--- config.mk ---
export PLATFORM = sky130hd
export DESIGN_NAME = div32_iter
export DESIGN_NICKNAME = d
export VERILOG_FILES = /design/src/rtl/div32_iter_pkg.sv /design/src/rtl/div32_iter_div_step.sv /design/src/rtl/div32_iter.sv
export SDC_FILE = /design/constraint.sdc
export NUM_CORES = 1
export LEC_CHECK = 0
export BUFFER_PORTS_ARGS = -buffer_cell sky130_fd_sc_hd__buf_4
export CORE_MARGIN = 4
export CORE_UTILIZATION = 45
export DETAILED_ROUTE_END_ITERATION = 7
export GPL_TIMING_DRIVEN = 0
export PLACE_DENSITY_LB_ADDON = 0.12
export SYNTH_ARGS = -nofsm -noshare
export SYNTH_HDL_FRONTEND = slang
export SYNTH_SLANG_ARGS = --single-unit
--- constraint.sdc ---
create_clock -name clk -period 5.25 [get_ports clk]
set_clock_uncertainty 0.1 [all_clocks]
set_input_delay 1.575 -clock clk [delete_from_list [all_inputs] [get_ports clk]]
set_output_delay 1.575 -clock clk [all_outputs]
set_load 0.005 [all_outputs]
--- src/rtl/div32_iter_pkg.sv ---
// div32_iter_pkg: op encodings and FSM states shared by the divider and its bench
package div32_iter_pkg;
    localparam logic [1:0] DIVOP_DIV  = 2'b00;
    localparam logic [1:0] DIVOP_DIVU = 2'b01;
    localparam logic [1:0] DIVOP_REM  = 2'b10;
    localparam logic [1:0] DIVOP_REMU = 2'b11;
    typedef enum logic [1:0] {IDLE = 2'd0, RUN = 2'd1, FIX = 2'd2, DONE = 2'd3} state_t;
endpackage

--- src/rtl/div32_iter_div_step.sv ---
// div_step: one restoring-division step (trial subtract, keep or restore)
module div_step #(
    parameter int WIDTH = 32
) (
    input  logic [WIDTH:0]   rem,
    input  logic [WIDTH-1:0] divisor,
    output logic [WIDTH-1:0] rem_next,
    output logic             qbit
);
    logic [WIDTH:0] trial;
    assign trial = rem - {1'b0, divisor};
    // rem < 2*divisor, so a clear MSB means the trial stayed non-negative
    assign qbit = ~trial[WIDTH];
    assign rem_next = qbit ? trial[WIDTH-1:0] : rem[WIDTH-1:0];
endmodule

--- src/rtl/div32_iter.sv ---
// div32_iter: multi-cycle RV32M DIV/DIVU/REM/REMU unit, radix-2 restoring on magnitudes
module div32_iter
    import div32_iter_pkg::*;
#(
    parameter int WIDTH = 32
) (
    input  logic             clk,
    input  logic             reset,
    input  logic             start,
    input  logic [1:0]       op,
    input  logic [WIDTH-1:0] srca,
    input  logic [WIDTH-1:0] srcb,
    output logic             busy,
    output logic             done,
    output logic [WIDTH-1:0] result,
    output logic             div_by_zero
);
    localparam int CW = $clog2(WIDTH);
    state_t state;
    logic [CW-1:0] cnt;
    logic sel_rem, neg_q, neg_r, qbit, sgn;
    logic [WIDTH-1:0] rem, quo, dvs, nrem, mag_a, mag_b;
    assign sgn = (op == DIVOP_DIV) || (op == DIVOP_REM);
    assign mag_a = (sgn && srca[WIDTH-1]) ? -srca : srca;
    assign mag_b = (sgn && srcb[WIDTH-1]) ? -srcb : srcb;
    div_step #(.WIDTH(WIDTH)) u_step (
        .rem      ({rem, quo[WIDTH-1]}),
        .divisor  (dvs),
        .rem_next (nrem),
        .qbit     (qbit)
    );
    always_ff @(posedge clk or posedge reset) begin
        if (reset) begin
            state       <= IDLE;
            cnt         <= '0;
            sel_rem     <= 1'b0;
            neg_q       <= 1'b0;
            neg_r       <= 1'b0;
            rem         <= '0;
            quo         <= '0;
            dvs         <= '0;
            busy        <= 1'b0;
            done        <= 1'b0;
            result      <= '0;
            div_by_zero <= 1'b0;
        end else begin
            case (state)
                IDLE, DONE: begin
                    done  <= 1'b0;
                    state <= IDLE;
                    if (start) begin
                        sel_rem <= op[1];
                        neg_q   <= sgn && (srca[WIDTH-1] ^ srcb[WIDTH-1]);
                        neg_r   <= sgn && srca[WIDTH-1];
                        rem     <= '0;
                        quo     <= mag_a;
                        dvs     <= mag_b;
                        cnt     <= CW'(WIDTH - 1);
                        // RISC-V divide by zero: all-ones quotient, untouched dividend as remainder
                        if (srcb == '0) begin
                            state       <= DONE;
                            done        <= 1'b1;
                            result      <= op[1] ? srca : '1;
                            div_by_zero <= 1'b1;
                        end else begin
                            state <= RUN;
                            busy  <= 1'b1;
                        end
                    end
                end
                RUN: begin
                    rem   <= nrem;
                    quo   <= {quo[WIDTH-2:0], qbit};
                    cnt   <= cnt - 1'b1;
                    state <= (cnt == '0) ? FIX : RUN;
                end
                default: begin
                    result      <= sel_rem ? (neg_r ? -rem : rem) : (neg_q ? -quo : quo);
                    div_by_zero <= 1'b0;
                    busy        <= 1'b0;
                    done        <= 1'b1;
                    state       <= DONE;
                end
            endcase
        end
    end
endmodule
### Yosys cells after proc, flatten, opt, wreduce, memory -nomap -nowiden

Index checks and enable logic that the tools add are counted.

| storage, ports and cells | value |
|---|---|
| output and inout bits | 35 |
| register bits after elaboration | 141 |
| bits of input ports | 69 |
| logic and storage cells | 70 |

| cells by class | value |
|---|---|
| add/subtract/negate cells | 6 |
| eq/ne operators | 6 |
| muxes and demuxes | 29 |
| bitwise gates (word level) | 3 |
| reductions and logical operators | 14 |

Operator list:

| operator | count |
|---|---|
| $mux 32 | 11 |
| $pmux 32 s2 | 3 |
| $neg 32->32 | 4 |
| $sub 33x32->33 | 1 |
| $logic_not 32->1 | 1 |
| $pmux 5 s2 | 1 |
| $mux 1 | 6 |
| $mux 2 | 3 |
| $ne 2x2->1 const B | 3 |
| $pmux 1 s2 | 3 |
| $reduce_and 3->1 | 2 |
| $logic_not 5->1 | 1 |
| $mux 5 | 1 |
| $sub 5x1->5 const B | 1 |
| $eq 2x2->1 const B | 2 |
| $logic_not 2->1 | 2 |
| $pmux 2 s2 | 1 |
| $reduce_and 2->1 | 2 |
| $logic_and 1x1->1 | 3 |
| $eq 2x1->1 const B | 1 |
| $not 1->1 | 2 |
| $reduce_bool 2->1 | 1 |
| $reduce_or 2->1 | 1 |
| $logic_or 1x1->1 | 1 |
| $xor 1x1->1 | 1 |

### Depth between registers and ports, before layout

Gate-level depths: netlist of run 1.

| logic depth | value |
|---|---|
| word-level depth | 6 |
| gate-level depth with buffers | 14 |
| mapped depth without buffers | 13 |

### Modules after synthesis

From an unflattened synthesis of run 1, not the netlist that was laid out.

| unflattened totals | value |
|---|---|
| cell total of the unflattened synthesis | 1348 |
| area total of the unflattened synthesis | 11318.4 um2 |

Modules (own cells, without submodules):

| module | cells an instance | area each (um2) | seq. area each (um2) | instances |
|---|---|---|---|---|
| div32_iter | 1043 | 8959.8 | 3528.4 | 1 |
| div_step | 305 | 2358.5 | 0.0 | 1 |

### Worst setup path before layout of run 1

Ideal clock, no wire load.

| timing | value |
|---|---|
| path kind | input to register |
| start point | in srcb[6] |
| end point | reg result[26] |
| cell stages on the path | 11 |
| data required time | 5.026 ns |
| path buffers | 1 |
| setup time | 0.124 ns |
| arrival time | 4.048 ns |
| slack | 0.978 ns |
| cells stage by stage | or3_1 nor4_1 nand2_1 nor4_2 nand2_1 or3_1 o21ai_1 nand2_1 clkbuf_1 nor3_1 nor3_1 |

| between the ends | value |
|---|---|
| word-level cells in the longest chain between the ends | 3 |

Ends and longest elaborated chain:

| element | RTL line | RTL |
|---|---|---|
| from (decl) | div32_iter.sv:12 | `input logic [WIDTH-1:0] srcb,` |
| $logic_not 32->1 | div32_iter.sv:60 | `if (srcb == '0) begin` |
| $ne 2x2->1 (no line) | n/a |  |
| $reduce_and 3->1 (no line) | n/a |  |
| to (signal assigned) | div32_iter.sv:63 | `result <= op[1] ? srca : '1;` |
| to (signal assigned) | div32_iter.sv:78 | `result <= sel_rem ? (neg_r ? -rem : rem) : (neg_q ? -quo : quo);` |
| to (decl) | div32_iter.sv:15 | `output logic [WIDTH-1:0] result,` |

Every way passes these cells.
A chain may end at the register's enable or synchronous reset.

### Worst setup path in the final report of run 1

| timing | value |
|---|---|
| start point | in srcb[6] |
| end point | reg result[24] |

Same word-level chain as after synthesis.

==> results.sh, run 1 <==
export IMPL_timing_critical_path_cells="buf_4 > or3_1 > nor4_1 > nand2_1 > nor4_2 > nand2_1 > or3_1 > o21ai_1 > nand2_1 > clkbuf_1 > nor3_1 > nor3_1"
export IMPL_synth_enable_flop_cells=0
export IMPL_floorplan_die_height_um=161
export IMPL_cts_sinks=141
export IMPL_multiInputGateArea_sq_mm=0.00646
export IMPL_synth_nets=1402
export IMPL_fillCellCount=2216
export IMPL_largest_net_degree_at_the_start_of_global_routing=35
export IMPL_design_portCount=104
export IMPL_worst_setup_path_end_kind="flop"
export IMPL_design_final_nets=1528
export IMPL_critical_path_slowest_cell="or3_1"
export IMPL_synth_cells=1293
export IMPL_relative_area_change_from_synthesis_to_final_layout_pct=17.7
export IMPL_fin_tns_setup_ns=0
export IMPL_detailed_place_area_sq_mm=0.0118
export IMPL_setup_ws_ns=0.351
export IMPL_worstMarginPinSlew_ns=1.09
export IMPL_detailroute_wirelength_met3_mm=2.18
export IMPL_path_class="input pin to flop"
export IMPL_irDropWorstVdd_v=0.000320
export IMPL_final_period_minus_worst_setup_slack_ns=4.90
export IMPL_post_cts_buffers=0
export IMPL_worst_ep_arrival_time_ns=5.10
export IMPL_yosys_cell_types_count=69
export IMPL_grt_setup_unrepaired="false"
export IMPL_floorplan_die_area_sq_mm=0.0259
export IMPL_timing_max_cap_violations=0
export IMPL_run_status="complete, no violations"
export IMPL_timing_critical_path_depth=12
export IMPL_drc=0
export IMPL_worst_slew_margin_rel_pct=26.6
export IMPL_antenna_diode_count=0
export IMPL_grt_pass1_vias=9553
export IMPL_grt_overflow=0
export IMPL_drt_iter0_drc=699
export IMPL_placement_rows=55
export IMPL_met2_length_mm=14.8
export IMPL_holdBufCountCts=0
export IMPL_r2r_end="rem[4]"
export IMPL_synth_seq_cells=141
export IMPL_holdCritPathClass="flop to flop"
export IMPL_critPathTopFamily="simple AND/OR/NAND/NOR gates"
export IMPL_whs_ns=0.376
export IMPL_final_period_utilization_pct=93.3
export IMPL_path_buf_inv=2
export IMPL_clock_fmax_ghz=0.204
export IMPL_htree_levels=4
export IMPL_worst_path_required_ns=5.45
export IMPL_synth_seq_area_share_pct=33.5
export IMPL_launch_instance_of_the_worst_register_to_register_path="rem[10]"
export IMPL_worst_skew_pair_late_latency_ns=0.43
export IMPL_static_leakage_power_nw=5.24
export IMPL_critPathLaunch="srcb[6]"
export IMPL_gp_congestion=0.901
export IMPL_grt_pass1_wl_mm=50.9
export IMPL_register_clock_pin_slew_on_the_reported_worst_setup_and_hold_paths_ns=0.06
export IMPL_ctsResizeCount=0
export IMPL_cp_endpoint="result[24]"
export IMPL_synth_area_leaders="dfrtp_1 (34%), xnor2_1 (7.3%), nand2_1 (5.7%), o21ai_0 (5.7%), xor2_1 (5.0%)"
export IMPL_sequential_cell_area_sq_mm=0.00353
export IMPL_die_width_um=161
export IMPL_drtAntennaViolNets=0
export IMPL_synth_flop_cell="dfrtp_1"
export IMPL_place_worst_setup_slack_ns=-0.0557
export IMPL_placeableCoreArea_sq_mm=0.0228
export IMPL_detailedPlacementHpwl_mm=24.9
export IMPL_gr_usage_all_layers_pct=24.4
export IMPL_power_per_cell_area_mw_per_mm2=826
export IMPL_synth_async_sr_flop_share_pct=100
export IMPL_highest_signal_layer="met4"
export IMPL_timing_final_hold_violations=0
export IMPL_routedWlPerCell_um=18.1
export IMPL_vias=9826
export IMPL_final_layout_size_suffix_gt1_share_pct=11.1
export IMPL_synth_area_leader_cell="dfrtp_1"
export IMPL_crit_top_cell="nand2_1"
export IMPL_post_synth_top_area_fraction_pct=33.5
export IMPL_clock_tree_from_tritoncts="done"
export IMPL_clk_path_buf_depth=2
export IMPL_m1WireLength_mm=14.0
export IMPL_initial_core_util_pct=46.1
export IMPL_numCtsBuffers=17
export IMPL_syn_area_per_cell_sq_um=8.14
export IMPL_reg2reg_slack_ns=1.16
export IMPL_ff2ff_path_depth=13
export IMPL_grt_antenna_before_repair=0
export IMPL_detail_route_vias_per_cell=5.63
export IMPL_total_power_w=0.0102
export IMPL_drt_wl_total_mm=31.5
export IMPL_startpoint_class="input pin"
export IMPL_cp_max_fo=10
export IMPL_clock_root_buffer="clkbuf_16"
export IMPL_synthesis_yosys_warnings=0
export IMPL_syn_area_sq_mm=0.0105
export IMPL_io_buffers=103
export IMPL_firstDrtPassIters=5
export IMPL_slew_viol_final=0
export IMPL_critical_path_max_stage_delay_ns=0.59
export IMPL_final_area_sq_mm=0.0124
export IMPL_final_setup_viol_count=0
==> report_power, final <==
group	leakage, nW	internal [W]	switching, W
clock network	0.303	0.000782	0.000492
registers	1.69	0.00169	0.000618
logic	3.25	0.00280	0.00384
==> kinds of logic after synthesis <==
group                      share of synthesized area (%)
and+or+nand+nor                                     16.7
xor gates and xnor gates                            12.6
DFF                                                 33.5
buffers and inverters                               5.08
AOI/OAI and AO/OA                                   24.4
muxes                                               2.85
adders and majority gates                           4.83
==> worst min-delay path by stage <==
stage / end / slack (ns) / depth (start not counted) / startpoint
after detailed placement: dvs[30] / 0.37 / 2 / dvs[30]
after global placement: dvs[20] / 0.36 / 2 / dvs[20]
after floorplan: dvs[10] / 0.35 / 2 / dvs[10]
final: result[15] / 0.38 / 2 / result[15]
after global routing: dvs[18] / 0.41 / 2 / dvs[18]
after CTS: dvs[30] / 0.38 / 2 / dvs[30]
==> through the flow <==
stage | utilization [%] | std cells
after floorplan | - | 1293
after global placement | 51.2 | 1709
after detailed placement | 51.5 | 1713
after CTS | 54.2 | 1745
after global routing | 54.2 | 1745
final | 54.2 | 1745
==> cells in the final DEF (no fill, tap or decap), types with 4 or more instances in the layout <==
| cell type | synthesis | final |
|---|---|---|
| a22oi_1 | 20 | 20 |
| buf_4 | 0 | 103 |
| a211oi_1 | 7 | 7 |
| or4_1 | 14 | 14 |
| buf_12 | 0 | 4 |
| xor2_1 | 60 | 60 |
| nor2_1 | 81 | 81 |
| a31oi_1 | 7 | 7 |
| clkbuf_1 | 60 | 61 |
| o211ai_1 | 8 | 8 |
| o41ai_1 | 19 | 19 |
| nand2_1 | 161 | 161 |
| dfrtp_1 | 141 | 141 |
| nand4_1 | 4 | 4 |
| nor4_1 | 13 | 13 |
| nor2b_1 | 7 | 7 |
| or2_2 | 7 | 7 |
| mux2i_1 | 30 | 30 |
| o22ai_1 | 32 | 32 |
| and3_1 | 9 | 9 |
| xnor2_1 | 88 | 88 |
| nor3_1 | 32 | 32 |
| and2_1 | 4 | 4 |
| a21oi_1 | 83 | 83 |
| o21ai_0 | 119 | 119 |
| a21o_1 | 19 | 19 |
| inv_1 | 58 | 57 |
| clkinv_2 | 0 | 5 |
| buf_1 | 7 | 7 |
| o21a_1 | 4 | 4 |
| o31ai_1 | 30 | 30 |
| o21ai_1 | 43 | 43 |
| nand3_1 | 18 | 18 |
| ha_1 | 39 | 39 |
| or3_1 | 14 | 14 |
| clkbuf_16 | 0 | 17 |
| nand2b_1 | 8 | 8 |
==> worst min-delay path, stage by stage, from the launching register on <==
cell and delay (ns):
dfrtp_1 0.34, nand2_1 0.04, o21ai_0 0.06
==> area by class of cell <==
cell class	count	area share (%)
Sequential cell	141	28.5
Timing Repair Buffer	107	6.89
Inverter	59	1.82
Clock inverter	11	1.13
Tap cell	313	3.16
Buffer	74	2.53
Multi-Input combinational cell	1019	52.2
Clock buffer	21	3.80
==> flip-flops by register name, indices dropped and copies added (netlist names) <==
register	count
cnt	5
result	32
neg_q	1
dvs	32
neg_r	1
state	2
rem	32
busy	1
quo	32
sel_rem	1
done	1
div_by_zero	1
==> Yosys cell counts, types with 3 or more instances <==
cell	instances
a21o_1	19
a31oi_1	7
o211ai_1	8
o41ai_1	19
or2_2	7
and2_1	4
xor2_1	60
o22ai_1	32
o21a_1	4
buf_2	3
or3_1	14
nand4_1	4
nand2b_1	8
o21bai_1	3
ha_1	39
a211oi_1	7
and3_1	9
dfrtp_1	141
a22oi_1	20
mux2i_1	30
nand2_1	161
buf_1	7
xnor2_1	88
nand3_1	18
o21ai_0	119
nor2b_1	7
nor4_1	13
o31ai_1	30
inv_1	58
clkbuf_1	60
nor2_1	81
a21oi_1	83
or4_1	14
nor3_1	32
o21ai_1	43
==> metal layers <==
metal | vias to the layer above | global-route usage [%]
met2 | 362 | 40.4
met1 | 4526 | 33.0
met5 | - | 0
met3 | 50 | 4.44
met4 | 0 | 6.28
li1 | 4888 | -
Power figures use the tool's default switching activity.
==> inputs of run 2 (changes only) <==
- SYNTH_HIERARCHICAL: unset -> 1
==> run 2 against run 1 <==
Compared with the run above: routed wire length grew 13%; clock power up 4%; critical endpoint is now rem[19]; global-route usage grew 0.72 points.
==> results.sh, run 2 <==
export IMPL_synth_seq_area_share_pct=31.2
export IMPL_whs_ns=0.377
export IMPL_final_cell_mix="dfrtp_1 (141), o21ai_0 (135), nand2_1 (117)"
export IMPL_layout_cells_most_common="dfrtp_1"
export IMPL_drt_wl_total_mm=35.8
export IMPL_gr_usage_all_layers_pct=25.1
export IMPL_timing_final_hold_violations=0
export IMPL_worst_ep_arrival_time_ns=4.51
export IMPL_synth_area_leader_cell="dfrtp_1"
export IMPL_final_setup_viol_count=0
export IMPL_synth_flop_cell="dfrtp_1"
export IMPL_gp_congestion=0.942
export IMPL_internal_power_w=0.00590
export IMPL_worst_skew_pair_late_latency_ns=0.44
export IMPL_p_switching_w=0.00494
export IMPL_synth_enable_flop_cells=0
export IMPL_floorplan_die_height_um=167
export IMPL_static_leakage_power_nw=5.50
export IMPL_final_layout_size_suffix_gt1_share_pct=15.5
export IMPL_detailedPlacementHpwl_mm=27.9
export IMPL_numPlacedInstances=1778
export IMPL_post_synth_top_area_fraction_pct=31.2
export IMPL_clock_root_buffer="clkbuf_16"
export IMPL_power_frac_clock_pct=12.1
export IMPL_worst_path_required_ns=5.46
export IMPL_highest_signal_layer="met4"
export IMPL_slew_viol_final=0
export IMPL_yosys_cell_types_count=89
export IMPL_power_per_cell_area_mw_per_mm2=822
export IMPL_clk_path_buf_depth=2
export IMPL_synthesis_yosys_warnings=6
export IMPL_design_portCount=104
export IMPL_synth_seq_cells=141
export IMPL_io_buffers=103
export IMPL_fin_tns_setup_ns=0
export IMPL_synth_cells=1348
export IMPL_timing_max_cap_violations=0
export IMPL_numCtsBuffers=17
export IMPL_power_combinational_fraction_pct=66.6
export IMPL_m1WireLength_mm=15.5
export IMPL_met2_length_mm=16.7
export IMPL_startpoint_class="flop"
export IMPL_worst_slew_margin_rel_pct=37.6
export IMPL_total_power_w=0.0108
export IMPL_final_period_utilization_pct=81.8
export IMPL_initial_core_util_pct=46.1
export IMPL_firstDrtPassIters=6
export IMPL_run_status="complete, no violations"
export IMPL_die_width_um=167
export IMPL_syn_area_sq_mm=0.0113
export IMPL_detail_route_vias_per_cell=5.92
export IMPL_relative_area_change_from_synthesis_to_final_layout_pct=16.6
export IMPL_antenna_diode_count=0
export IMPL_cp_max_fo=10
export IMPL_launch_instance_of_the_worst_register_to_register_path="quo[31]"
export IMPL_routedWlPerCell_um=19.8
export IMPL_grt_pass1_vias=10300
export IMPL_placement_rows=57
export IMPL_power_switching_fraction_pct=45.6
export IMPL_post_synth_most_frequent_cells="dfrtp_1 (141), o21ai_0 (135), nand2_1 (117)"
export IMPL_holdBufCountCts=0
export IMPL_ctsResizeCount=0
export IMPL_post_cts_buffers=0
export IMPL_grt_setup_unrepaired="false"
export IMPL_fin_cells=1809
export IMPL_synth_async_sr_flop_share_pct=100
export IMPL_largest_net_degree_at_the_start_of_global_routing=42
export IMPL_place_worst_setup_slack_ns=0.832
export IMPL_placeableCoreArea_sq_mm=0.0245
export IMPL_synth_nets=1457
export IMPL_most_common_cell_in_the_netlist="dfrtp_1"
export IMPL_register_clock_pin_slew_on_the_reported_worst_setup_and_hold_paths_ns=0.06
export IMPL_vias=10700
export IMPL_cts_sinks=141
export IMPL_holdCritPathClass="flop to flop"
export IMPL_htree_levels=4
export IMPL_worst_setup_path_end_kind="flop"
export IMPL_critPathLaunch="quo[31]"
export IMPL_synth_area_leaders="dfrtp_1 (31%), xnor2_1 (6.3%), o21ai_0 (6.0%), ha_1 (4.3%), nand2_1 (3.9%)"
export IMPL_irDropWorstVdd_v=0.000308
export IMPL_drc=0
export IMPL_final_period_minus_worst_setup_slack_ns=4.30
export IMPL_clock_fmax_ghz=0.233
export IMPL_grt_overflow=0
export IMPL_grt_antenna_before_repair=0
export IMPL_power_sequential_fraction_pct=21.3
export IMPL_setup_ws_ns=0.954
export IMPL_syn_area_per_cell_sq_um=8.40
export IMPL_drt_iter0_drc=866
export IMPL_drtAntennaViolNets=0
export IMPL_clock_tree_from_tritoncts="done"
export IMPL_worstMarginPinSlew_ns=0.933
export IMPL_floorplan_die_area_sq_mm=0.0278
export IMPL_design_final_nets=1582
export IMPL_min_from="dvs[22]"
export IMPL_path_class="flop to flop"
export IMPL_grt_pass1_wl_mm=56.1
export IMPL_detailroute_wirelength_met3_mm=2.23
run 2: changes by cell type in the layout (fill, tap and decap cells not counted), sizes merged, moves of 15 or more:
cell | previous run | this run
nand2 | 161 | 117
mux2 | 0 | 29
a22o | 2 | 30
o21ai | 162 | 140
a22oi | 20 | 1
or3 | 14 | 32
mux2i | 30 | 14
nor2 | 81 | 96
run 2: kinds of logic (layout without fill, tap and decap cells):
logic type / Yosys count / count (layout) / share of synthesized area, %
AO/OA/AOI/OAI: 441 / 441 / 25.1
AND/OR/NAND/NOR: 405 / 405 / 18.3
buffers and inverters: 147 / 284 / 5.99
flip-flops: 141 / 141 / 31.2
XOR/XNOR: 131 / 131 / 10.1
multiplexers: 43 / 43 / 4.86
adder cells (fa/ha/maj): 40 / 40 / 4.49
run 2: path summary, 6_finish.rpt:
path                            slack, ns      end  cells after the start
worst min-delay path                 0.38  dvs[22]                      2
worst max-delay path                 0.95  rem[19]                     16
min in group asynchronous            1.13   dvs[3]                      2
max in group asynchronous            2.75  quo[31]                      5
worst min register to register       0.38  dvs[22]                      2
worst max register to register       0.95  rem[19]                     16
run 2: metrics by stage:
stage | cell area (sq um) | util [%]
finish | 13200 | 53.8
global placement | 12500 | 51.0
detailed placement | 12600 | 51.2
floorplan | 11300 | -
CTS | 13200 | 53.8
global route | 13200 | 53.8
run 2: layout make-up:
type / count / area, sq um
buffer: 86 / 442
clock buffer: 20 / 467
clock inverter: 11 / 165
fill: 2355 / 11300
inverter: 61 / 240
multi-input combinational: 1060 / 7110
sequential: 141 / 3530
tap: 324 / 405
timing repair buffer: 106 / 833
run 2: power groups by stage:
stage	clock network [W]	logic [W]	registers, W
after floorplan	0	0.00548	0.00212
after global placement	0	0.00703	0.00230
after detailed placement	0	0.00712	0.00232
after CTS	0.00132	0.00716	0.00230
after global routing	0.00137	0.00790	0.00240
final	0.00132	0.00722	0.00231
run 2: per-layer routing:
metal  track usage (%)  vias to the layer above
met5                 0                        -
met4              10.6                        0
met2              41.9                      422
met1              32.7                     5023
li1                  -                     5174
met3              3.56                       96
run 2: critical path, stage by stage (launching register included):
cell and delay [ns]:
dfrtp_1 0.54, inv_1 0.08, ha_1 0.24, fa_1 0.41
and2b_1 0.25, o2111ai_2 0.13, a21oi_2 0.23, o2111ai_1 0.27
a211oi_2 0.35, nor2_4 0.10, mux2i_4 0.39, and2_4 0.24
buf_12 0.13, inv_8 0.05, buf_12 0.14, mux2_4 0.29
a22o_1 0.21
